## config.mk

```make
export PLATFORM = sky130hd
export DESIGN_NAME = cam_capture
export DESIGN_NICKNAME = d
export VERILOG_FILES = /design/src/rtl/cam_pkg.sv /design/src/rtl/cam_byte_pack.sv /design/src/rtl/cam_capture.sv
export SDC_FILE = /design/constraint.sdc
export NUM_CORES = 1
export LEC_CHECK = 0
export CAP_MARGIN = 20
export CORE_UTILIZATION = 55
export DETAILED_ROUTE_END_ITERATION = 16
export DONT_BUFFER_PORTS = 1
export PLACE_DENSITY = 0.68
export SETUP_SLACK_MARGIN = 0.15
export SLEW_MARGIN = 5
export SYNTH_ARGS = -nofsm -noshare
export SYNTH_HDL_FRONTEND = slang
export SYNTH_HIERARCHICAL = 1
export SYNTH_SLANG_ARGS = --single-unit
export TNS_END_PERCENT = 50
```

## constraint.sdc

```tcl
create_clock -name clk_i -period 5.11 [get_ports clk_i]
set_input_delay 0.511 -clock clk_i [delete_from_list [all_inputs] [get_ports clk_i]]
set_output_delay 0.511 -clock clk_i [all_outputs]
set_load 0.01 [all_outputs]
```

## src/rtl/cam_pkg.sv

```systemverilog
// Shared types and defaults for the camera capture front end.
package cam_pkg;

   typedef enum logic [1:0] {
      ST_SETTLE   = 2'd0,
      ST_WAIT_SOF = 2'd1,
      ST_ACTIVE   = 2'd2,
      ST_DROP     = 2'd3
   } cam_state_t;

   typedef logic [15:0] rgb565_t;

   localparam int unsigned H_PIXELS_DEF    = 640;
   localparam int unsigned V_LINES_DEF     = 480;
   localparam int unsigned SKIP_FRAMES_DEF = 10;

   localparam int unsigned PIX_W  = 11;
   localparam int unsigned LINE_W = 10;

   // Settle counter must hold the value SKIP_FRAMES itself.
   function automatic int unsigned settle_width(input int unsigned n);
      return (n < 2) ? 1 : $clog2(n + 1);
   endfunction

endpackage

```

## src/rtl/cam_byte_pack.sv

```systemverilog
// Byte-phase tracker: pairs consecutive valid bytes into one RGB565 word.
module cam_byte_pack
   import cam_pkg::*;
(
   input  logic       clk_i,
   input  logic       rst_n_i,
   input  logic [7:0] data_byte,
   input  logic       valid,
   input  logic       clear,
   output rgb565_t    word,
   output logic       word_valid,
   output logic       odd_phase
);

   logic       phase;
   logic [7:0] hi_byte;

   always_ff @(posedge clk_i or negedge rst_n_i) begin
      if (!rst_n_i) begin
         phase   <= 1'b0;
         hi_byte <= 8'h00;
      end else if (clear) begin
         phase   <= 1'b0;
      end else if (valid) begin
         phase <= ~phase;
         if (!phase) hi_byte <= data_byte;
      end
   end

   // The word is formed combinationally on the low byte so the top can register it.
   assign word       = {hi_byte, data_byte};
   assign word_valid = valid & phase;
   assign odd_phase  = phase;

endmodule

```

## src/rtl/cam_capture.sv

```systemverilog
// Camera capture: registers the OV7670-style bus, frames it and feeds RGB565 words
// to the SDRAM write FIFO, dropping any frame from the point it goes wrong.
//
// state       | meaning
// ------------+---------------------------------------------------------
// ST_SETTLE   | counting vsync rises while the sensor settles after reset
// ST_WAIT_SOF | idle; waiting for vsync fall with capture enabled
// ST_ACTIVE   | capturing a frame, writing words to the FIFO
// ST_DROP     | frame failed; no writes until the frame ends
module cam_capture
   import cam_pkg::*;
#(
   parameter int unsigned H_PIXELS    = H_PIXELS_DEF,
   parameter int unsigned V_LINES     = V_LINES_DEF,
   parameter int unsigned SKIP_FRAMES = SKIP_FRAMES_DEF
) (
   input  logic        clk_i,
   input  logic        rst_n_i,
   input  logic        cam_vsync_i,
   input  logic        cam_href_i,
   input  logic [7:0]  cam_data_i,
   input  logic        capture_en_i,
   input  logic        fifo_full_i,
   output logic        fifo_wr_o,
   output logic [15:0] fifo_data_o,
   output logic        sof_o,
   output logic        eof_o,
   output logic [7:0]  frame_cnt_o,
   output logic        line_err_o,
   output logic        overflow_o
);

   localparam int unsigned         SET_W    = settle_width(SKIP_FRAMES);
   localparam logic [SET_W-1:0]    SKIP_CNT = SET_W'(SKIP_FRAMES);
   localparam logic [PIX_W-1:0]    H_CNT    = PIX_W'(H_PIXELS);
   localparam logic [LINE_W-1:0]   V_CNT    = LINE_W'(V_LINES);

   logic       vsync_r, vsync_q, href_r, href_q;
   logic [7:0] data_r;

   logic vsync_fall, vsync_rise, line_end, line_start;

   cam_state_t        state, state_nxt;
   logic [SET_W-1:0]  settle_cnt, settle_nxt;
   logic [PIX_W-1:0]  pix_cnt, pix_nxt;
   logic [LINE_W-1:0] line_cnt, line_nxt;
   logic [7:0]        frame_cnt;
   logic              line_err, overflow;
   logic              wr_q, sof_q, eof_q;
   rgb565_t           data_q;

   logic    wr_nxt, sof_nxt, eof_nxt, err_set, ovf_set;
   logic    pack_valid, pack_clear, word_valid, odd_phase;
   rgb565_t word;

   // vsync resets high so releasing reset during blanking is not seen as a frame end.
   always_ff @(posedge clk_i or negedge rst_n_i) begin
      if (!rst_n_i) begin
         vsync_r <= 1'b1;
         vsync_q <= 1'b1;
         href_r  <= 1'b0;
         href_q  <= 1'b0;
         data_r  <= 8'h00;
      end else begin
         vsync_r <= cam_vsync_i;
         vsync_q <= vsync_r;
         href_r  <= cam_href_i;
         href_q  <= href_r;
         data_r  <= cam_data_i;
      end
   end

   assign vsync_fall = vsync_q & ~vsync_r;
   assign vsync_rise = ~vsync_q & vsync_r;
   assign line_end   = href_q & ~href_r;
   assign line_start = ~href_q & href_r;

   assign pack_valid = href_r & (state == ST_ACTIVE);

   cam_byte_pack u_pack (
      .clk_i      (clk_i),
      .rst_n_i    (rst_n_i),
      .data_byte  (data_r),
      .valid      (pack_valid),
      .clear      (pack_clear),
      .word       (word),
      .word_valid (word_valid),
      .odd_phase  (odd_phase)
   );

   always_comb begin
      state_nxt  = state;
      settle_nxt = settle_cnt;
      pix_nxt    = pix_cnt;
      line_nxt   = line_cnt;
      wr_nxt     = 1'b0;
      sof_nxt    = 1'b0;
      eof_nxt    = 1'b0;
      err_set    = 1'b0;
      ovf_set    = 1'b0;
      pack_clear = 1'b1;
      unique case (state)
         ST_SETTLE: begin
            if (settle_cnt == SKIP_CNT) state_nxt = ST_WAIT_SOF;
            else if (vsync_rise) settle_nxt = settle_cnt + SET_W'(1);
         end
         ST_WAIT_SOF: begin
            if (vsync_fall && capture_en_i) begin
               state_nxt = ST_ACTIVE;
               sof_nxt   = 1'b1;
               pix_nxt   = '0;
               line_nxt  = '0;
            end
         end
         ST_ACTIVE: begin
            pack_clear = line_end;
            if (word_valid) begin
               if (fifo_full_i) begin
                  ovf_set   = 1'b1;
                  state_nxt = ST_DROP;
               end else begin
                  wr_nxt  = 1'b1;
                  pix_nxt = pix_cnt + PIX_W'(1);
               end
            end
            if (line_start && (line_cnt == V_CNT)) begin
               err_set   = 1'b1;
               state_nxt = ST_DROP;
            end
            if (line_end) begin
               if (odd_phase || (pix_cnt != H_CNT)) begin
                  err_set   = 1'b1;
                  state_nxt = ST_DROP;
               end else begin
                  line_nxt = line_cnt + LINE_W'(1);
                  pix_nxt  = '0;
               end
            end
            // Frame-end check sees the line count already updated by a same-cycle line end.
            if (vsync_rise) begin
               if (state_nxt != ST_DROP) begin
                  if (line_nxt == V_CNT) eof_nxt = 1'b1;
                  else                   err_set = 1'b1;
               end
               state_nxt = ST_WAIT_SOF;
            end
         end
         ST_DROP: begin
            if (vsync_rise) state_nxt = ST_WAIT_SOF;
         end
         default: state_nxt = ST_SETTLE;
      endcase
   end

   always_ff @(posedge clk_i or negedge rst_n_i) begin
      if (!rst_n_i) begin
         state      <= ST_SETTLE;
         settle_cnt <= '0;
         pix_cnt    <= '0;
         line_cnt   <= '0;
         frame_cnt  <= 8'h00;
         line_err   <= 1'b0;
         overflow   <= 1'b0;
         wr_q       <= 1'b0;
         sof_q      <= 1'b0;
         eof_q      <= 1'b0;
         data_q     <= 16'h0000;
      end else begin
         state      <= state_nxt;
         settle_cnt <= settle_nxt;
         pix_cnt    <= pix_nxt;
         line_cnt   <= line_nxt;
         line_err   <= line_err | err_set;
         overflow   <= overflow | ovf_set;
         wr_q       <= wr_nxt;
         sof_q      <= sof_nxt;
         eof_q      <= eof_nxt;
         if (wr_nxt)  data_q    <= word;
         if (eof_nxt) frame_cnt <= frame_cnt + 8'd1;
      end
   end

   assign fifo_wr_o   = wr_q;
   assign fifo_data_o = data_q;
   assign sof_o       = sof_q;
   assign eof_o       = eof_q;
   assign frame_cnt_o = frame_cnt;
   assign line_err_o  = line_err;
   assign overflow_o  = overflow;

endmodule
```

==> flow_summary_export.csv <==
group,metric,value,unit
timing,tightestPinTransition,0.703,ns
placed_design,gp_congestion,0.829,
cts,cts_sinks,77,
pwr,ir_worst_vdd,202,uV
placed_design,portBuffers,0,
cts,ctsResizeCount,0,
cts,worstSkewPairLatency,0.35,ns
yosys,synth_area_leaders,"dfrtp_1 52%, mux2_2 7.4%, ha_1 3.8%",
yosys,seq_area_frac_synth,53.1,%
yosys,netlist.area_leader.share,51.7,%
yosys,yosysWarnings,6,
route,antenna_left,0,
hold_path,hp-class,"input pin to async pin",
cells_and_area,fillCellCount,506,
route,routed_wl,6.36,mm
cells_and_area,final_nets,335,
setup_path,cp_data_required_time,5.35,ns
placed_design,dp_hpwl,4.31,mm
timing,clock_skew,0.00958,ns
cts,htreeDepth,3,
cts,cts_buffers,9,
yosys,synth.ff_latch_count,77,
cts,root_buffer,"clkbuf_8",
pwr,cellLeakagePower,1.77,nW
cts,cts_buffer_depth,2,
floorplan,initial_core_util,57.2,%
route,via_count,2313,
timing,maxSlewViolCount,0,
route,first_pass_iters,4,
setup_path,worst-endpoint-arrival,3.28,ns
floorplan,rows,29,
global_routing,grt_pass1_vias,2217,
setup_path,criticalPathCategory,"flip-flop to flip-flop",
pwr,power_density,351,mW/mm^2
timing,period_share,59.6,%
timing,slew_headroom,53.0,%
yosys,synth_edf_count,0,
route,drtIter0Drc,128,
floorplan,die_w,83.3,um
setup_path,endpoint_kind,"flip-flop",
yosys,syn_area,0.00363,sq mm
global_routing,track_usage,19.7,%
yosys,yosys.area.top_type,"dfrtp_1",
yosys,synthCells,313,
cells_and_area,insertedDiodeCount,0,
floorplan,die_y,83.3,um
timing,tns,0,ns
floorplan,boundaryPins,43,
global_routing,antenna_found_initial,0,
pwr,totalPowerFinal,1.35,mW
cells_and_area,area_growth,6.03,%
yosys,synthArstFlopShare,100,%
yosys,ys.flop_type,"dfrtp_1",
setup_path,start_kind,"flip-flop",
route,via_per_inst,5.90,
timing,hold_viol,0,
status,outcome,"complete, no violations",
cts,path_clk_slew,0.09,ns
timing,period_minus_slack,3.05,ns
setup_path,crit_fanout,9,
route,routedWlPerCell,16.2,um
flow_run,cap_violations,0,
cts,cts_tree,"done",
route,drc,0,
global_routing,grt_max_degree,78,
cells_and_area,final_area,0.00385,sq mm
timing,fmax,328,MHz
timing,rsz0062_at_grt,"false",
cells_and_area,final_util,60.7,%
yosys,syn-num-nets,338,
cells_and_area,drive_above_1_share,18.7,%
yosys,yosys.cell_types.count,54,
global_routing,grt_pass1_wl,10.8,mm
floorplan,die_area,0.00694,sq mm
timing,setup_violations,0,
floorplan,core-area,0.00635,sq mm
yosys,avgSynthCellArea,11.6,sq um
placed_design,postPlaceCellArea,0.00363,sq mm
global_routing,globalRouteOverflowTotal,0,
[where the power goes]
group,internal [mW],switching (mW)
logic,0.0868,0.127
clock network,0.187,0.249
registers,0.665,0.0379
total,0.939,0.413
[cell usage in the layout (no fill, tap or decap), types with 3 or more instances in the layout]
master,n
nand3_1,12
a31oi_1,3
xnor2_1,8
dfrtp_1,75
xor2_1,15
o41ai_1,5
o21ai_0,18
and3_1,8
inv_6,4
mux2_2,24
inv_1,12
nor4b_2,3
nand2_1,17
nand2b_1,4
ha_1,11
nand4_1,8
nor4_1,5
o31ai_1,4
nor2_1,24
clkbuf_8,9
a21oi_1,8
[timing repair]
item / 4_1_cts / 5_1_grt
hold buffers: 1 / 0
buffers inserted: 0 / 0
endpoints found under the hold margin: 77 / 0
[Yosys cell counts, types with 2 or more instances]
master     n
nor4_1     5
nand4_1    8
nand2_1   17
clkbuf_1   5
nor3_1     2
buf_4      8
inv_1     12
nor2b_1    2
xnor2_1    8
and3_1     8
o21ai_0   18
nor2_1    24
nor4b_2    3
nand2b_1   4
a21oi_1    8
ha_1      11
nand3_1   12
o31ai_1    4
dfstp_2    2
xor2_1    15
dfrtp_1   75
a31oi_1    3
mux2_2    24
o41ai_1    5
[final timing paths]
check | slack (ns) | startpoint | cells after the start | end
setup / recovery | 2.06 | pix_cnt[3]$_DFFE_PN0P_ | 6 | frame_cnt_o[1]$_DFFE_PN0P_
hold / removal | 0.04 | rst_n_i | 1 | frame_cnt_o[2]$_DFFE_PN0P_
setup reg to reg | 2.06 | pix_cnt[3]$_DFFE_PN0P_ | 6 | frame_cnt_o[1]$_DFFE_PN0P_
hold reg to reg | 0.38 | vsync_r$_DFF_PN1_ | 0 | vsync_q$_DFF_PN1_
max in group asynchronous | 4.75 | rst_n_i | 1 | line_cnt[9]$_DFFE_PN0P_
min in group clk_i | 0.15 | cam_vsync_i | 0 | vsync_r$_DFF_PN1_
[layer usage]
layer | global-route usage, % | up-vias | wire length (um)
met4 | 7.52 | 0 | 61
met5 | 0 | - | 0
met2 | 27.8 | 52 | 2830
met3 | 4.77 | 7 | 276
met1 | 29.2 | 1151 | 3190
li1 | - | 1103 | -
[state kept, by name, indices dropped and copies added (netlist names), 2 cells and up]
signal          count
settle_cnt          4
pix_cnt            11
line_cnt           10
frame_cnt_o         8
state               2
data_r              8
fifo_data_o        16
u_pack/hi_byte      8
[cells by family (layout without fill, tap and decap cells)]
group | after synthesis | count (layout) | synth area share (%)
and+or+nand+nor | 101 | 101 | 16.6
DFF | 77 | 77 | 53.1
AOI/OAI and AO/OA | 48 | 48 | 8.99
buffers and inverters | 27 | 29 | 3.86
muxes | 26 | 26 | 8.13
xor gates and xnor gates | 23 | 23 | 5.54
adders and majority gates | 11 | 11 | 3.79
[critical path, stage by stage (launching register included)]
cell	delay [ns]
dfrtp_1	0.46
or4_4	0.56
or4b_4	0.61
o31ai_1	0.36
nand4b_2	0.33
nor3_2	0.28
mux2_4	0.32
[through the flow]
step	instances	hold slack, ns	setup slack, ns
final	392	0.0396	2.06
after global routing	392	0.0541	1.85
after CTS	392	0.0498	2.07
after detailed placement	375	0.217	2.10
after global placement	375	0.217	2.16
after floorplan	313	0.215	2.32
[layout make-up]
cell class | instances | area, sq um | share of cell area, %
timing repair buffer | 1 | 27.5 | 0.715
clock inverter | 7 | 66.3 | 1.72
inverter | 12 | 45.0 | 1.17
multi-input combinational | 209 | 1560 | 40.6
clock buffer | 9 | 124 | 3.22
tap | 77 | 96.3 | 2.50
sequential | 77 | 1930 | 50.1
Power figures use the tool's default switching activity.
